[src/rtl/alu_exec_unit.sv]
// Execute-stage ALU with a valid/ready handshake on both sides.
// Logic ops and compares finish in one cycle; shifts move one bit per cycle.
module alu_exec_unit #(
   parameter int WIDTH   = 32,
   parameter int SHAMT_W = $clog2(WIDTH)
) (
   input  logic             clk,
   input  logic             rst,
   input  logic             flush,
   input  logic             in_valid,
   output logic             in_ready,
   input  logic [3:0]       alu_ctrl,
   input  logic [WIDTH-1:0] op_a,
   input  logic [WIDTH-1:0] op_b,
   output logic             out_valid,
   input  logic             out_ready,
   output logic [WIDTH-1:0] result,
   output logic             zero,
   output logic             illegal,
   output logic             busy
);

   localparam logic [3:0] OP_AND  = 4'b0000;
   localparam logic [3:0] OP_OR   = 4'b0001;
   localparam logic [3:0] OP_ADD  = 4'b0010;
   localparam logic [3:0] OP_XOR  = 4'b0011;
   localparam logic [3:0] OP_SLL  = 4'b0100;
   localparam logic [3:0] OP_SRL  = 4'b0101;
   localparam logic [3:0] OP_SUB  = 4'b0110;
   localparam logic [3:0] OP_SRA  = 4'b0111;
   localparam logic [3:0] OP_SLT  = 4'b1000;
   localparam logic [3:0] OP_SLTU = 4'b1001;

   typedef enum logic [1:0] {S_IDLE, S_SHIFT, S_DONE} state_t;

   state_t             state_q, state_d;
   logic [WIDTH-1:0]   acc_q, acc_d;
   logic [WIDTH-1:0]   result_q, result_d;
   logic [SHAMT_W-1:0] cnt_q, cnt_d;
   logic [3:0]         code_q, code_d;
   logic               zero_q, zero_d;
   logic               illegal_q, illegal_d;

   logic [SHAMT_W-1:0] shamt;
   logic               is_shift;
   logic [WIDTH-1:0]   alu_res;
   logic               alu_ill;
   logic [WIDTH-1:0]   acc_step;

   // One-bit shift step; SRA keeps the sign bit, which is op_a's MSB at every step.
   function automatic logic [WIDTH-1:0] shift1(input logic [3:0] code, input logic [WIDTH-1:0] v);
      logic [WIDTH-1:0] r;
      case (code)
         OP_SLL:  r = {v[WIDTH-2:0], 1'b0};
         OP_SRL:  r = {1'b0, v[WIDTH-1:1]};
         default: r = {v[WIDTH-1], v[WIDTH-1:1]};
      endcase
      return r;
   endfunction

   assign shamt    = op_b[SHAMT_W-1:0];
   assign is_shift = (alu_ctrl == OP_SLL) || (alu_ctrl == OP_SRL) || (alu_ctrl == OP_SRA);
   assign acc_step = shift1(code_q, acc_q);

   always_comb begin
      alu_res = '0;
      alu_ill = 1'b0;
      case (alu_ctrl)
         OP_AND:  alu_res = op_a & op_b;
         OP_OR:   alu_res = op_a | op_b;
         OP_ADD:  alu_res = op_a + op_b;
         OP_XOR:  alu_res = op_a ^ op_b;
         OP_SUB:  alu_res = op_a - op_b;
         OP_SLT:  alu_res = {{(WIDTH-1){1'b0}}, ($signed(op_a) < $signed(op_b))};
         OP_SLTU: alu_res = {{(WIDTH-1){1'b0}}, (op_a < op_b)};
         OP_SLL, OP_SRL, OP_SRA:
            alu_res = (shamt == '0) ? op_a : shift1(alu_ctrl, op_a);
         default: begin
            alu_res = '0;
            alu_ill = 1'b1;
         end
      endcase
   end

   always_comb begin
      state_d   = state_q;
      acc_d     = acc_q;
      cnt_d     = cnt_q;
      code_d    = code_q;
      result_d  = result_q;
      zero_d    = zero_q;
      illegal_d = illegal_q;
      case (state_q)
         S_IDLE: begin
            if (in_valid) begin
               if (is_shift && (shamt > SHAMT_W'(1))) begin
                  acc_d   = shift1(alu_ctrl, op_a);
                  cnt_d   = shamt - SHAMT_W'(1);
                  code_d  = alu_ctrl;
                  state_d = S_SHIFT;
               end else begin
                  result_d  = alu_res;
                  zero_d    = (alu_res == '0);
                  illegal_d = alu_ill;
                  state_d   = S_DONE;
               end
            end
         end
         S_SHIFT: begin
            acc_d = acc_step;
            cnt_d = cnt_q - SHAMT_W'(1);
            if (cnt_q == SHAMT_W'(1)) begin
               result_d  = acc_step;
               zero_d    = (acc_step == '0);
               illegal_d = 1'b0;
               state_d   = S_DONE;
            end
         end
         S_DONE: begin
            if (out_ready) state_d = S_IDLE;
         end
         default: state_d = S_IDLE;
      endcase
      if (flush) state_d = S_IDLE;
   end

   always_ff @(posedge clk) begin
      if (rst) begin
         state_q   <= S_IDLE;
         acc_q     <= '0;
         cnt_q     <= '0;
         code_q    <= '0;
         result_q  <= '0;
         zero_q    <= 1'b0;
         illegal_q <= 1'b0;
      end else begin
         state_q   <= state_d;
         acc_q     <= acc_d;
         cnt_q     <= cnt_d;
         code_q    <= code_d;
         result_q  <= result_d;
         zero_q    <= zero_d;
         illegal_q <= illegal_d;
      end
   end

   assign in_ready  = (state_q == S_IDLE);
   assign out_valid = (state_q == S_DONE);
   assign busy      = (state_q != S_IDLE);
   assign result    = result_q;
   assign zero      = zero_q;
   assign illegal   = illegal_q;

endmodule

[config.mk]
export PLATFORM = sky130hd
export DESIGN_NAME = alu_exec_unit
export DESIGN_NICKNAME = d
export VERILOG_FILES = /design/src/rtl/alu_exec_unit.sv
export SDC_FILE = /design/constraint.sdc
export NUM_CORES = 1
export LEC_CHECK = 0
export CAP_MARGIN = 5
export CORE_UTILIZATION = 54
export CTS_BUF_LIST = sky130_fd_sc_hd__clkbuf_16
export DETAILED_ROUTE_END_ITERATION = 8
export HOLD_SLACK_MARGIN = 0.15
export PLACE_DENSITY = 0.91
export SLEW_MARGIN = 20
export SYNTH_ARGS = -nofsm -noshare
export SYNTH_HDL_FRONTEND = slang
export SYNTH_SLANG_ARGS = --single-unit
export TNS_END_PERCENT = 100
[constraint.sdc]
create_clock -name clk -period 4.68 [get_ports clk]
set_clock_uncertainty 0.15 [all_clocks]
set_input_delay 1.404 -clock clk [delete_from_list [all_inputs] [get_ports clk]]
set_output_delay 1.404 -clock clk [all_outputs]
set_load 0.01 [all_outputs]
==> results by stage, run 1 <==
Outcome:
- The run stopped with a tool error.
- The tool reported: "[ERROR GRT-0232] Routing congestion too high. Check the congestion heatmap in the GUI".
- The run ended at global routing.

Floorplanning:
- The number of placement rows is 50.
- The vertical die dimension is 140.4 µm.
- The number of top-level pins is 110.
- Measured along the x axis, the die boundary spans 140.4 µm.
- The starting utilization of the core area is 55.27%.

CTS:
- In this run the deepest clock path goes through 2 buffers.
- The clock buffer count from CTS is 9.
- The total of hold buffers inserted after clock tree synthesis is 0.
- Clock tree synthesis found a total of 77 sinks.
- The H-tree was split into 3 levels.
- In this run the clock root is driven by a sky130_fd_sc_hd__clkbuf_16.

Logic synthesis:
- The top cell type by area accounts for 14.91% of the synthesized area.
- In the post-synthesis netlist, the biggest area contributors are sky130_fd_sc_hd__dfxtp_1 15%, sky130_fd_sc_hd__ha_1 12%, sky130_fd_sc_hd__a21oi_1 8.9%.
- The number of synthesized register bits is 77.
- In the synthesized netlist the async set-or-reset flop fraction comes to 0%.
- The cell count after synthesis came out at 1560.
- The total number of yosys warnings is 0.
- The flip-flop cell with the highest count after synthesis is sky130_fd_sc_hd__dfxtp_1.
- The synthesized netlist occupies a cell area of 10340 µm².
- Dividing the synthesized area by the synthesized cell count gives 6.627 µm².
- The synthesized design spends more area on one cell type than any other, namely sky130_fd_sc_hd__dfxtp_1.
- Of the synthesized area, sequential elements account for 14.91%.
- Synthesis instantiated 82 different standard cells from the library.
- The number of nets in the synthesized netlist is 1738.
- The synthesized design contains 0 enable-type register cells.

Global route:
- The remaining global-route overflow is 630.
- Across every metal layer, demand over resource in global routing totals 93.63%.
- The maximum number of pins on one net before global-route repair is 74.

STA:
- After the last repair the worst path ends at a register input.
- The last worst endpoint in the global-route repair_timing is zero$_SDFFE_PP0P_/D.

Place:
- OpenSTA, run right after detailed placement, puts the worst setup slack at -0.9705 ns.
- The congestion estimate from routability-driven global placement came to 1.194.
- The HPWL after detailed placement is 34.66 mm.
- The quantity of I/O buffers inserted on ports is 109.
==> cells by family after synthesis <==
family,count (synthesis),synth area share (%)
AND/OR/NAND/NOR,608,27.62
buffers and inverters,216,8.000
XOR/XNOR,4,0.3389
flip-flops,77,14.91
AO/OA/AOI/OAI,517,33.08
multiplexers,33,3.207
adder cells (fa/ha/maj),105,12.85
==> synth_stat cells, types with 12 or more instances <==
master                     count
sky130_fd_sc_hd__ha_1        103
sky130_fd_sc_hd__nand3_1      71
sky130_fd_sc_hd__o21ai_0      60
sky130_fd_sc_hd__a21o_1       15
sky130_fd_sc_hd__clkbuf_1     90
sky130_fd_sc_hd__nor3_1       33
sky130_fd_sc_hd__a22oi_1      12
sky130_fd_sc_hd__or3_1        13
sky130_fd_sc_hd__nor4_1       22
sky130_fd_sc_hd__nor2b_1      20
sky130_fd_sc_hd__nand4_1      13
sky130_fd_sc_hd__mux2i_1      32
sky130_fd_sc_hd__a21oi_1     184
sky130_fd_sc_hd__a211oi_1     41
sky130_fd_sc_hd__inv_1       103
sky130_fd_sc_hd__nor2_1      149
sky130_fd_sc_hd__nand2_1     216
sky130_fd_sc_hd__nand2b_1     18
sky130_fd_sc_hd__o31ai_1      20
sky130_fd_sc_hd__o211ai_1     33
sky130_fd_sc_hd__o22ai_1      13
sky130_fd_sc_hd__a31oi_1      15
sky130_fd_sc_hd__dfxtp_1      77
==> metal layers <==
| metal | GRT usage, % | overflow |
|---|---|---|
| met5 | 55.39 | 5 |
| met4 | 102.4 | 204 |
| met3 | 85.64 | 50 |
| met2 | 105.0 | 340 |
| met1 | 89.49 | 31 |
==> timing repair <==
| action | in CTS |
|---|---|
| setup endpoints to repair | 21 |
| pin swaps | 47 |
| buffers inserted | 26 |
| cloned | 0 |
| resized for setup | 137 |
==> per-stage QoR <==
stage,cell area (µm²),std cells,TNS [ns]
floorplan,10390,1560,0
detailed placement,14150,2156,-13.95
CTS,15100,2198,-0.09455
global placement,14150,2156,-10.44
==> run 2: changes to the inputs <==
--- a/config.mk
+++ b/config.mk
@@ -6,11 +6,9 @@
 export NUM_CORES = 1
 export LEC_CHECK = 0
 export CAP_MARGIN = 5
-export CORE_UTILIZATION = 54
-export CTS_BUF_LIST = sky130_fd_sc_hd__clkbuf_16
+export CORE_UTILIZATION = 40
 export DETAILED_ROUTE_END_ITERATION = 8
-export HOLD_SLACK_MARGIN = 0.15
-export PLACE_DENSITY = 0.91
+export PLACE_DENSITY_LB_ADDON = 0.15
 export SLEW_MARGIN = 20
 export SYNTH_ARGS = -nofsm -noshare
 export SYNTH_HDL_FRONTEND = slang
==> constraint.sdc (replaced) <==
create_clock -name clk -period 6.1 [get_ports clk]
set_clock_uncertainty 0.15 [all_clocks]
set_input_delay 1.83 -clock clk [delete_from_list [all_inputs] [get_ports clk]]
set_output_delay 1.83 -clock clk [all_outputs]
set_load 0.01 [all_outputs]
==> run 2 against run 1 <==
The run now ends clean. Area after synthesis unchanged. Synthesized cell count unchanged.
==> results by stage, run 2 <==
STA:
- At the pin with the least slew margin, the transition time is 1.087 ns.
- Setup repair after global routing left no endpoint under its margin.
- The remaining max-slew budget at the tightest pin is 25.65%.
- Setup total negative slack on the finished layout was measured at 0 ns.
- The number of pins exceeding their max-slew limit in the final report is 0.
- The count of endpoints failing hold in the final timing report was 0.
- The smallest clock period supported by the final layout is computed as 5.860 ns.
- The highest achievable clock rate is 170.7 MHz.
- The count of final setup violators is 0.
- The post-route clock period utilization is 96.06%.

Power and ir drop:
- The share of total power dissipated in combinational logic is 47.6%.
- Of the total power, registers draw 26.4%.
- The leakage power summed over all cells is 0.005533 µW.
- After layout, the design draws a total of 2091 µW.
- The switching power summed over all nets is 830.8 µW.
- The internal power component is 1261 µW.
- The portion of total power attributed to the clock network is 26.0%.
- The power density over cell area is 160.6 nW/µm².
- Net switching is 39.72% of the power.
- The worst IR drop on VDD is 0.1502 mV.

Route:
- The aggregate routed wire length is 44.31 mm.
- Dividing the detail-routed wire length by the instance count gives 21.41 µm.
- After detailed routing, the number of remaining DRC violations is 0.
- In this run the remaining antenna-violating nets after routing total 0.
- Before antenna repair, the detailed router went through 6 iterations.
- Summing over every cut layer, the via total after detailed routing is 12697.
- The number of vias per cell after detailed routing is 6.134.
- After the first detailed-routing iteration, the DRC count stood at 1645.

Logic synthesis:
- After synthesis, the most frequently instantiated cells are 216 x sky130_fd_sc_hd__nand2_1, 184 x sky130_fd_sc_hd__a21oi_1, 149 x sky130_fd_sc_hd__nor2_1.
- The count of flip-flops with a built-in enable after synthesis is 0 (unchanged).
- Among all flip-flop cells after synthesis, the most frequent one is sky130_fd_sc_hd__dfxtp_1.
- The dominant cell type by area after synthesis is sky130_fd_sc_hd__dfxtp_1.
- The synthesized area per cell is 6.627 µm² (unchanged).
- The cell count after synthesis came to 1560 (unchanged).
- The top-area cell type share of the netlist area was 14.91% (unchanged).
- The number of nets in the synthesized netlist is 1738 (unchanged).
- In the post-synthesis netlist, the biggest area contributors are sky130_fd_sc_hd__dfxtp_1 15%, sky130_fd_sc_hd__ha_1 12%, sky130_fd_sc_hd__a21oi_1 8.9%.
- The share of the yosys chip area belonging to registers is 14.91% (unchanged).
- The total number of yosys warnings is 0 (unchanged).
- The post-synth design cell area is 10340 µm² (unchanged).
- The count of different cell masters after synthesis was 82 (unchanged).
- The async set-or-reset flop fraction in the synthesized netlist came to 0% (unchanged).
- The most common cell in the synthesized netlist is sky130_fd_sc_hd__nand2_1.
- The number of synthesized register bits is 77 (unchanged).

Critical path:
- The worst endpoint required time is 6.15 ns.
- The worst register-to-register path begins at state_q[1].
- The type of the worst setup path is in2reg.
- Data arrives at the worst endpoint at 5.91 ns.
- The destination of the worst register-to-register timing path is zero.
- The startpoint type of the worst setup path is an input pin.
- The type of element capturing the critical path is a flip-flop.
- The worst reg-to-reg setup slack is 1.99 ns.
- The number of cells on the worst reg-to-reg path is 10.
- In this run the worst path has a maximum fanout of 5.

Final layout:
- The fraction of layout cells with a size suffix above 1 is 12.30%.
- Compared with the post-synthesis result, the final layout area differs by 25.95%.
- The layout net count is 1913.
- The number of antenna diodes in the final layout is 0.
- In the layout the commonest cells are 216 x sky130_fd_sc_hd__nand2_1, 184 x sky130_fd_sc_hd__a21oi_1, 164 x sky130_fd_sc_hd__buf_4.
- The library cell used most frequently in the layout, excluding fill and tap cells, is sky130_fd_sc_hd__nand2_1.

CTS:
- The clock-pin slew on the worst setup and hold paths is 0.06 ns.
- The clock latency at the later pin of the worst-skew pair is 0.34 ns.
- The clock buffer count from CTS came to 9 (unchanged).
- The largest buffer count on any clock path is 2 (unchanged).
- The H-tree depth is 3 (unchanged).
- The root buffer cell chosen for the clock tree is sky130_fd_sc_hd__clkbuf_16.
- The clock tree from TritonCTS is done.
- The total of hold buffers inserted after clock tree synthesis is 0 (unchanged).
- The clock net sink count is 77 (unchanged).

Worst hold path:
- The min-delay analysis places its worst path in the category reg2reg.
- The start point of the worst hold path is result[29].
- For hold timing, the worst endpoint is result[29].
- The worst hold path passes through 2 cells.

Place:
- The final weighted congestion in routability-driven placement is 0.9736 (-18%).
- The detailed placement HPWL was 34.43 mm (-0.67%).
- The quantity of I/O buffers inserted on ports is 109 (unchanged).

Global route:
- The maximum number of pins on one net before global-route repair is 74.
- The first-pass GRT wire length is 67.83 mm.
- The number of antenna violations at the first check in global routing is 0.
- The via count of the first global-routing pass was 11690.
- In the global route stage, overall resource usage came out at 32.99%.
- For this run the aggregate overflow at the end of global routing stands at 0.

Floorplanning:
- The area of the die is 26490 µm².
- The number of top-level pins was 110 (unchanged).
- The vertical die dimension is 162.8 µm (+16%).
- The die width came to 162.8 µm (+16%).
- The core box area is 25250 µm².
- The starting utilization of the core area is 40.94% (-14 points).
- The number of placement rows was 58 (+16%).

Flow run:
- The max-capacitance violation count is 0.

Outcome:
- The run finished with clean final reports.
[run 2: critical path, stage by stage]
cell	delay, ns
sky130_fd_sc_hd__clkdlybuf4s50_1	0.47
sky130_fd_sc_hd__inv_1	0.11
sky130_fd_sc_hd__ha_1	0.34
sky130_fd_sc_hd__a21o_1	0.17
sky130_fd_sc_hd__a41oi_1	0.21
sky130_fd_sc_hd__a2111oi_0	1.01
sky130_fd_sc_hd__nor4_1	0.23
sky130_fd_sc_hd__o31ai_1	0.28
sky130_fd_sc_hd__buf_4	0.16
sky130_fd_sc_hd__a31oi_1	0.11
sky130_fd_sc_hd__o211a_1	0.26
sky130_fd_sc_hd__o211ai_1	0.32
sky130_fd_sc_hd__buf_4	0.17
sky130_fd_sc_hd__o211ai_1	0.07
sky130_fd_sc_hd__o21ai_0	0.10
sky130_fd_sc_hd__nor2_1	0.05
[run 2: worst max-delay path by stage]
stage          depth (start not counted)  slack [ns]    endpoint     from
4_1_cts                               18        0.27        zero  op_a[0]
2_1_floorplan                         15        0.91        zero  op_a[0]
3_5_place_dp                          18       -0.05        zero  op_a[0]
3_3_place_gp                          18      -0.008        zero  op_a[0]
5_1_grt                               16        0.06        zero  op_b[0]
6_report                              16        0.24  result[31]  op_b[1]
[run 2: metrics by stage]
stage	setup slack, ns	utilization, %	instance area (µm²)	std cells	hold WS (ns)
2_1_floorplan	0.9073	-	10340	1560	0.2939
3_3_place_gp	-0.007845	50.36	12720	2054	0.2885
3_5_place_dp	-0.04936	50.36	12720	2054	0.2943
4_1_cts	0.2727	51.52	13010	2070	0.3033
5_1_grt	0.06441	51.56	13020	2070	0.3094
6_report	0.2401	51.56	13020	2070	0.2997
[run 2: kinds of logic (layout without fill, tap and decap cells)]
logic type	Yosys count	count (layout)	synth area share (%)
xor+xnor	4	4	0.3389
flops	77	77	14.91
buf+inv	216	396	8.000
simple gates	608	608	27.62
compound gates	517	517	33.08
mux	33	33	3.207
fa+ha+maj	105	105	12.85
[run 2: layer usage]
layer	track usage (%)	share of wire, %
met4	9.941	2.8
met1	46.10	44
met3	5.449	8.7
met5	0	0
met2	51.37	44
[run 2: cell type report]
class | count | area (µm²)
Clock inverter | 5 | 60.06
Multi-Input combinational cell | 1267 | 8023
Tap cell | 330 | 412.9
Sequential cell | 77 | 1541
Clock buffer | 11 | 232.7
Inverter | 105 | 394.1
Fill cell | 2626 | 12230
Timing Repair Buffer | 275 | 2357
[run 2: power by group through the flow]
stage / Combinational, µW / Sequential [µW] / Clock [µW]
after detailed placement: 966 / 563 / 0
after floorplan: 525 / 565 / 0
after global routing: 1070 / 555 / 567
final: 995 / 552 / 544
after CTS: 970 / 552 / 548
after global placement: 964 / 562 / 0
[run 2: what timing repair did]
item                                    4_1_cts  5_1_grt
setup buffers                                 0        0
gates resized for setup                       0        2
endpoints found under the setup margin        0        1
Power figures use the tool's default switching activity.
==> run 3: changes to the inputs <==
--- a/config.mk
+++ b/config.mk
@@ -8,6 +8,7 @@
 export CAP_MARGIN = 5
 export CORE_UTILIZATION = 40
 export DETAILED_ROUTE_END_ITERATION = 8
+export HOLD_SLACK_MARGIN = 0.05
 export PLACE_DENSITY_LB_ADDON = 0.15
 export SLEW_MARGIN = 20
 export SYNTH_ARGS = -nofsm -noshare
==> results of run 3 <==
No change in the layout: final DEF, timing and power equal those of run 2.
